===== src/rtl/idelay_lane_scheduler.sv =====
// Round-robin, step-limited IDELAY tap updater: one shared write path services up to
// eight lanes, moving at most STEP_MAX taps per write with a settle gap after each write.
module idelay_lane_scheduler #(
    parameter int unsigned NLANES   = 4,
    parameter int unsigned STEP_MAX = 8,
    parameter int unsigned SETTLE   = 4
) (
    input  logic                clk160_i,
    input  logic                rst_i,
    input  logic                enable_i,
    input  logic [9*NLANES-1:0] delay_target_i,
    input  logic [9*NLANES-1:0] delay_out_i,
    output logic [8:0]          delay_set_value_o,
    output logic [NLANES-1:0]   delay_wr_o,
    output logic [2:0]          active_lane_o,
    output logic [NLANES-1:0]   lane_ready_o,
    output logic                all_ready_o,
    output logic                busy_o
);

    typedef enum logic [1:0] {StArb, StCalc, StWrite, StSettle} state_e;

    localparam logic signed [9:0] StepMax    = 10'(STEP_MAX);
    localparam logic [3:0]        SettleInit = 4'(SETTLE - 1);
    localparam logic [3:0]        NLanes4    = 4'(NLANES);

    state_e            state_q, state_d;
    logic [2:0]        rr_ptr_q, rr_ptr_d;
    logic [2:0]        active_lane_q, active_lane_d;
    logic [8:0]        tgt_h_q, tgt_h_d;
    logic [8:0]        out_h_q, out_h_d;
    logic [8:0]        set_value_q, set_value_d;
    logic [NLANES-1:0] wr_q, wr_d;
    logic [3:0]        cnt_q, cnt_d;

    for (genvar i = 0; i < NLANES; i++) begin : g_ready
        assign lane_ready_o[i] = (delay_target_i[9*i +: 9] == delay_out_i[9*i +: 9]);
    end
    assign all_ready_o = &lane_ready_o;

    // Round-robin search: iterate from the farthest offset down so the nearest mismatch wins.
    logic [7:0] ready8;
    logic [3:0] sum4;
    logic [2:0] idx3;
    logic       found;
    logic [2:0] sel;
    logic [8:0] sel_tgt, sel_out;

    always_comb begin
        ready8                = '1;
        ready8[NLANES-1:0]    = lane_ready_o;
        found                 = 1'b0;
        sel                   = '0;
        sum4                  = '0;
        idx3                  = '0;
        for (int k = NLANES - 1; k >= 0; k--) begin
            sum4 = {1'b0, rr_ptr_q} + 4'(k);
            idx3 = (sum4 >= NLanes4) ? 3'(sum4 - NLanes4) : sum4[2:0];
            if (!ready8[idx3]) begin
                found = 1'b1;
                sel   = idx3;
            end
        end
        sel_tgt = '0;
        sel_out = '0;
        for (int i = 0; i < NLANES; i++) begin
            if (3'(i) == sel) begin
                sel_tgt = delay_target_i[9*i +: 9];
                sel_out = delay_out_i[9*i +: 9];
            end
        end
    end

    logic signed [9:0] diff, step;

    always_comb begin
        diff = $signed({1'b0, tgt_h_q}) - $signed({1'b0, out_h_q});
        if (diff > StepMax) begin
            step = StepMax;
        end else if (diff < -StepMax) begin
            step = -StepMax;
        end else begin
            step = diff;
        end
    end

    always_comb begin
        state_d       = state_q;
        rr_ptr_d      = rr_ptr_q;
        active_lane_d = active_lane_q;
        tgt_h_d       = tgt_h_q;
        out_h_d       = out_h_q;
        set_value_d   = set_value_q;
        wr_d          = '0;
        cnt_d         = cnt_q;
        unique case (state_q)
            StArb: begin
                if (enable_i && found) begin
                    active_lane_d = sel;
                    tgt_h_d       = sel_tgt;
                    out_h_d       = sel_out;
                    state_d       = StCalc;
                end
            end
            StCalc: begin
                set_value_d = out_h_q + 9'($unsigned(step));
                for (int i = 0; i < NLANES; i++) begin
                    wr_d[i] = (3'(i) == active_lane_q);
                end
                state_d = StWrite;
            end
            StWrite: begin
                cnt_d   = SettleInit;
                state_d = StSettle;
            end
            StSettle: begin
                rr_ptr_d = (active_lane_q == 3'(NLANES - 1)) ? 3'd0 : active_lane_q + 3'd1;
                if (cnt_q == 4'd0) begin
                    state_d = StArb;
                end else begin
                    cnt_d = cnt_q - 4'd1;
                end
            end
            default: state_d = StArb;
        endcase
    end

    always_ff @(posedge clk160_i) begin
        if (rst_i) begin
            state_q       <= StArb;
            rr_ptr_q      <= '0;
            active_lane_q <= '0;
            tgt_h_q       <= '0;
            out_h_q       <= '0;
            set_value_q   <= '0;
            wr_q          <= '0;
            cnt_q         <= '0;
        end else begin
            state_q       <= state_d;
            rr_ptr_q      <= rr_ptr_d;
            active_lane_q <= active_lane_d;
            tgt_h_q       <= tgt_h_d;
            out_h_q       <= out_h_d;
            set_value_q   <= set_value_d;
            wr_q          <= wr_d;
            cnt_q         <= cnt_d;
        end
    end

    assign delay_set_value_o = set_value_q;
    assign delay_wr_o        = wr_q;
    assign active_lane_o     = active_lane_q;
    assign busy_o            = (state_q != StArb);

endmodule

===== config.mk =====
export PLATFORM = sky130hd
export DESIGN_NAME = idelay_lane_scheduler
export DESIGN_NICKNAME = d
export VERILOG_FILES = /design/src/rtl/idelay_lane_scheduler.sv
export SDC_FILE = /design/constraint.sdc
export NUM_CORES = 1
export LEC_CHECK = 0
export ABC_CLOCK_PERIOD_IN_PS = 6950
export BUFFER_PORTS_ARGS = -buffer_cell sky130_fd_sc_hd__buf_4
export CAP_MARGIN = 15
export CORE_ASPECT_RATIO = 1.5
export CORE_MARGIN = 4
export CORE_UTILIZATION = 60
export CTS_CLUSTER_DIAMETER = 100
export DETAILED_ROUTE_END_ITERATION = 10
export HOLD_SLACK_MARGIN = 0.12
export PLACE_DENSITY = 0.87
export SYNTH_ARGS = -nofsm -noshare
export SYNTH_HDL_FRONTEND = slang
export SYNTH_SLANG_ARGS = --single-unit

===== constraint.sdc =====
create_clock -name clk160_i -period 6.95 [get_ports clk160_i]
set_input_delay 1.39 -clock clk160_i [delete_from_list [all_inputs] [get_ports clk160_i]]
set_output_delay 1.39 -clock clk160_i [all_outputs]
set_load 0.01 [all_outputs]

==> reports/results.md <==
## Run status
- finished, final reports clean — run status

## STA
- 0.760 — Final period util
- 5280 ps — final critical delay including setup and external delays
- 0 — Hold Fails Final Rpt
- 0.274 — Slew Limit Headroom
- 0 — total count of max-transition violations in the final report
- 1070 ps — slew of the pin with the lowest slew margin
- 0 ps — setup TNS
- 1670 ps — min setup slack post-route
- 4.61 ps — Final Skew
- 0 — setup-violating endpoint count in the final report
- 0.189 GHz — Max Fclk
- no — setup repair after global routing missed its margin

## Synthesis
- 0.203 — sequential-to-total area share from yosys stat
- 0.203 — area share of the largest cell type after synthesis
- sky130_fd_sc_hd__dfxtp_1 — top cell type by total area after synthesis
- 542 — Gate Count Post-Synth
- 7.84 um^2 — mean instance size in the synthesized netlist
- 648 — synthesized netlist net count
- 4250 um^2 — Mapped Area
- 65 — Unique masters post-synth
- sky130_fd_sc_hd__dfxtp_1, sky130_fd_sc_hd__ha_1, sky130_fd_sc_hd__xnor2_1 — leading post-synthesis cells by cell area
- 0 — fraction of registers with async set or reset after synthesis
- 0 — number of synthesized flops with an enable pin
- sky130_fd_sc_hd__dfxtp_1 — most used flip-flop cell after synthesis
- 43 — count of state elements after synthesis
- 0 — count of yosys warnings during synthesis

## Finish
- 0.206 — layout cell share with drive strength beyond 1
- 17.8% — area added between synthesis and finish
- sky130_fd_sc_hd__buf_4, sky130_fd_sc_hd__nor2_1, sky130_fd_sc_hd__dfxtp_1, sky130_fd_sc_hd__inv_1, sky130_fd_sc_hd__xnor2_1 — leading cell types in the layout, fill and taps excluded
- 0 — number of antenna diodes
- sky130_fd_sc_hd__buf_4 — leading cell type in the layout, fill and taps excluded
- 724 — post-layout net count

## Floorplanning
- 37 — Placement Rows
- 76.7 um — Chip Width
- 8520 um^2 — floorplan die area
- 6900 um^2 — Core Region
- 111 um — die boundary height
- 97 — number of I/O pins
- 0.616 — starting density of the core

## Placement
- 1.02 — RePlAce Congestion
- 10500 um — detailed placement HPWL
- 96 — number of buffer cells added on primary ports
- 1760 ps — Setup Slack @ Placement

## Route
- 4479 — total via count in the routed design
- 18.9 um — detailed-route wire length per cell
- 297 — initial drt markers
- 0 — total DRC errors in the routed layout
- 6.44 — routed vias/inst
- 13200 um — final routed wirelength across all metal layers
- 5 — detailed-routing iteration count for the pre-antenna-repair pass
- 0 — remaining antenna violation count after routing

## Global route
- 4481 — via count of the first global-routing pass
- 0 — total congestion overflow after global routing
- 0 — initial antenna violation count
- 0.314 — total routing resource utilization after global routing
- 21800 um — global-route wire length before repair
- 43 — pin count of the biggest net entering global routing

## Clocking
- 2 — H-tree levels
- 300 ps — clock insertion delay at the later pin of the skew report
- built — CTS tree
- 80 ps — clock slew at the register clock pins of the worst setup and hold paths
- 0 — post-cts hold buffer count
- sky130_fd_sc_hd__clkbuf_8 — master cell of the clock root buffer
- 43 — number of clock sinks
- 0 — number of buffers inserted to repair setup after CTS
- 2 — clk buf depth
- 5 — number of clock buffers inserted by TritonCTS
- 0 — post_cts resized

## Pwr
- 0.00212 uW — cell leakage power
- 0.171 mV — worst-case vdd ir drop
- 298 nW/um^2 — power density relative to cell area

## Worst setup path
- 1 — Crit path buffers/inverters
- 5 — critical-path maximum fanout
- register — kind of end point of the critical path
- 7170 ps — required time of the critical path
- compound AO/OA/AOI/OAI gates — Top delay family on crit path
- reg -> reg — critical path class
- 5500 ps — Data arrival, critical path
- 450 ps — stage delay of the slowest cell on the critical path
- sky130_fd_sc_hd__dfxtp_1 — Critical Path Slowest Stage Cell
- inv_1, ha_1, nor2b_1, o21ai_0, a21boi_0, o21ai_0, a21boi_0, o21a_1, o211ai_1, and2_1, a2bb2oi_1, nor2_1, ha_1, fa_1, a21oi_1, nor2_1, nor2_1, o21bai_1, a21oi_1, o21bai_1, a21oi_1, xnor2_1, xnor2_1, a211oi_1 — list of cells traversed by the critical path
- register — launching element type of the critical path

## Hold path
- reg -> reg — worst hold-check path type

## Job
- 0 — number of max-capacitance violations reported

## kinds of logic after synthesis
logic type                 share of synthesized area
AOI/OAI and AO/OA                              0.273
xor gates and xnor gates                      0.0948
adders and majority gates                     0.0948
buffers and inverters                         0.0709
DFF                                            0.203
muxes                                         0.0365
and+or+nand+nor                                0.228
## per-layer routing
layer  track usage  vias up  wire length, um  part of all wire
met3        0.0350       35              905             0.069
met1         0.369     2108             5020              0.38
met2         0.573      214             6760              0.51
li1              -     2122                -                 -
met5             0        -                0                 0
met4         0.121        0              470             0.036
## final timing paths
path	slack, ps	startpoint	cells past startpoint	end
setup / recovery	1670	out_h_q[1]	24	delay_set_value_o[8]
hold / removal	490	tgt_h_q[8]	1	tgt_h_q[8]
setup reg to reg	1670	out_h_q[1]	24	delay_set_value_o[8]
hold reg to reg	490	tgt_h_q[8]	1	tgt_h_q[8]
## cell type report
| class | count | area (um^2) |
|---|---|---|
| clock inverters | 1 | 7.51 |
| repair buffers | 101 | 758 |
| fillers | 558 | 1890 |
| multi-input cells | 433 | 3090 |
| flip-flops and latches | 43 | 861 |
| clock buffers | 5 | 68.8 |
| inverters | 34 | 128 |
| well taps | 78 | 97.6 |
## worst register-to-register path, cell delays in order (launching register included)
cell and delay, ps:
sky130_fd_sc_hd__dfxtp_1 450, sky130_fd_sc_hd__inv_1 90, sky130_fd_sc_hd__ha_1 270, sky130_fd_sc_hd__nor2b_1 130
sky130_fd_sc_hd__o21ai_0 210, sky130_fd_sc_hd__a21boi_0 150, sky130_fd_sc_hd__o21ai_0 340, sky130_fd_sc_hd__a21boi_0 200
sky130_fd_sc_hd__o21a_1 230, sky130_fd_sc_hd__o211ai_1 300, sky130_fd_sc_hd__and2_1 260, sky130_fd_sc_hd__a2bb2oi_1 360
sky130_fd_sc_hd__nor2_1 80, sky130_fd_sc_hd__ha_1 210, sky130_fd_sc_hd__fa_1 410, sky130_fd_sc_hd__a21oi_1 150
sky130_fd_sc_hd__nor2_1 60, sky130_fd_sc_hd__nor2_1 150, sky130_fd_sc_hd__o21bai_1 90, sky130_fd_sc_hd__a21oi_1 220
sky130_fd_sc_hd__o21bai_1 100, sky130_fd_sc_hd__a21oi_1 270, sky130_fd_sc_hd__xnor2_1 180, sky130_fd_sc_hd__xnor2_1 80
sky130_fd_sc_hd__a211oi_1 210
## cell usage after synthesis, types with 13 or more instances
library cell	n
sky130_fd_sc_hd__xor2_1	15
sky130_fd_sc_hd__mux2i_1	13
sky130_fd_sc_hd__a21oi_1	26
sky130_fd_sc_hd__o21ai_0	15
sky130_fd_sc_hd__nor3_1	21
sky130_fd_sc_hd__dfxtp_1	43
sky130_fd_sc_hd__inv_1	34
sky130_fd_sc_hd__nor2_1	59
sky130_fd_sc_hd__nand2_1	18
sky130_fd_sc_hd__ha_1	29
sky130_fd_sc_hd__xnor2_1	31
sky130_fd_sc_hd__clkbuf_1	15
sky130_fd_sc_hd__nand3_1	25
sky130_fd_sc_hd__nor2b_1	14
sky130_fd_sc_hd__a21o_1	17
## through the flow
stage	cells	area, um^2	power, uW	util	hold WS, ps
2_1_floorplan	542	4250	1080	-	443
3_3_place_gp	689	4930	1290	0.715	456
3_5_place_dp	689	4930	1330	0.715	464
4_1_cts	695	5010	1490	0.726	485
5_1_grt	695	5010	1630	0.726	523
6_report	695	5010	1490	0.726	488
## power breakdown
group	total, uW	leakage, uW	internal (uW)	switching, uW
Clock	150	0.0000361	66.7	83.2
Combinational	977	0.00173	440	537
Sequential	367	0.000353	315	52.1
## state kept, by name, indices dropped and copies added (netlist names)
register           count
active_lane_o          3
cnt_q                  4
delay_set_value_o      9
delay_wr_o             4
out_h_q                9
rr_ptr_q               3
state_q                2
tgt_h_q                9
Power figures use the tool's default switching activity.
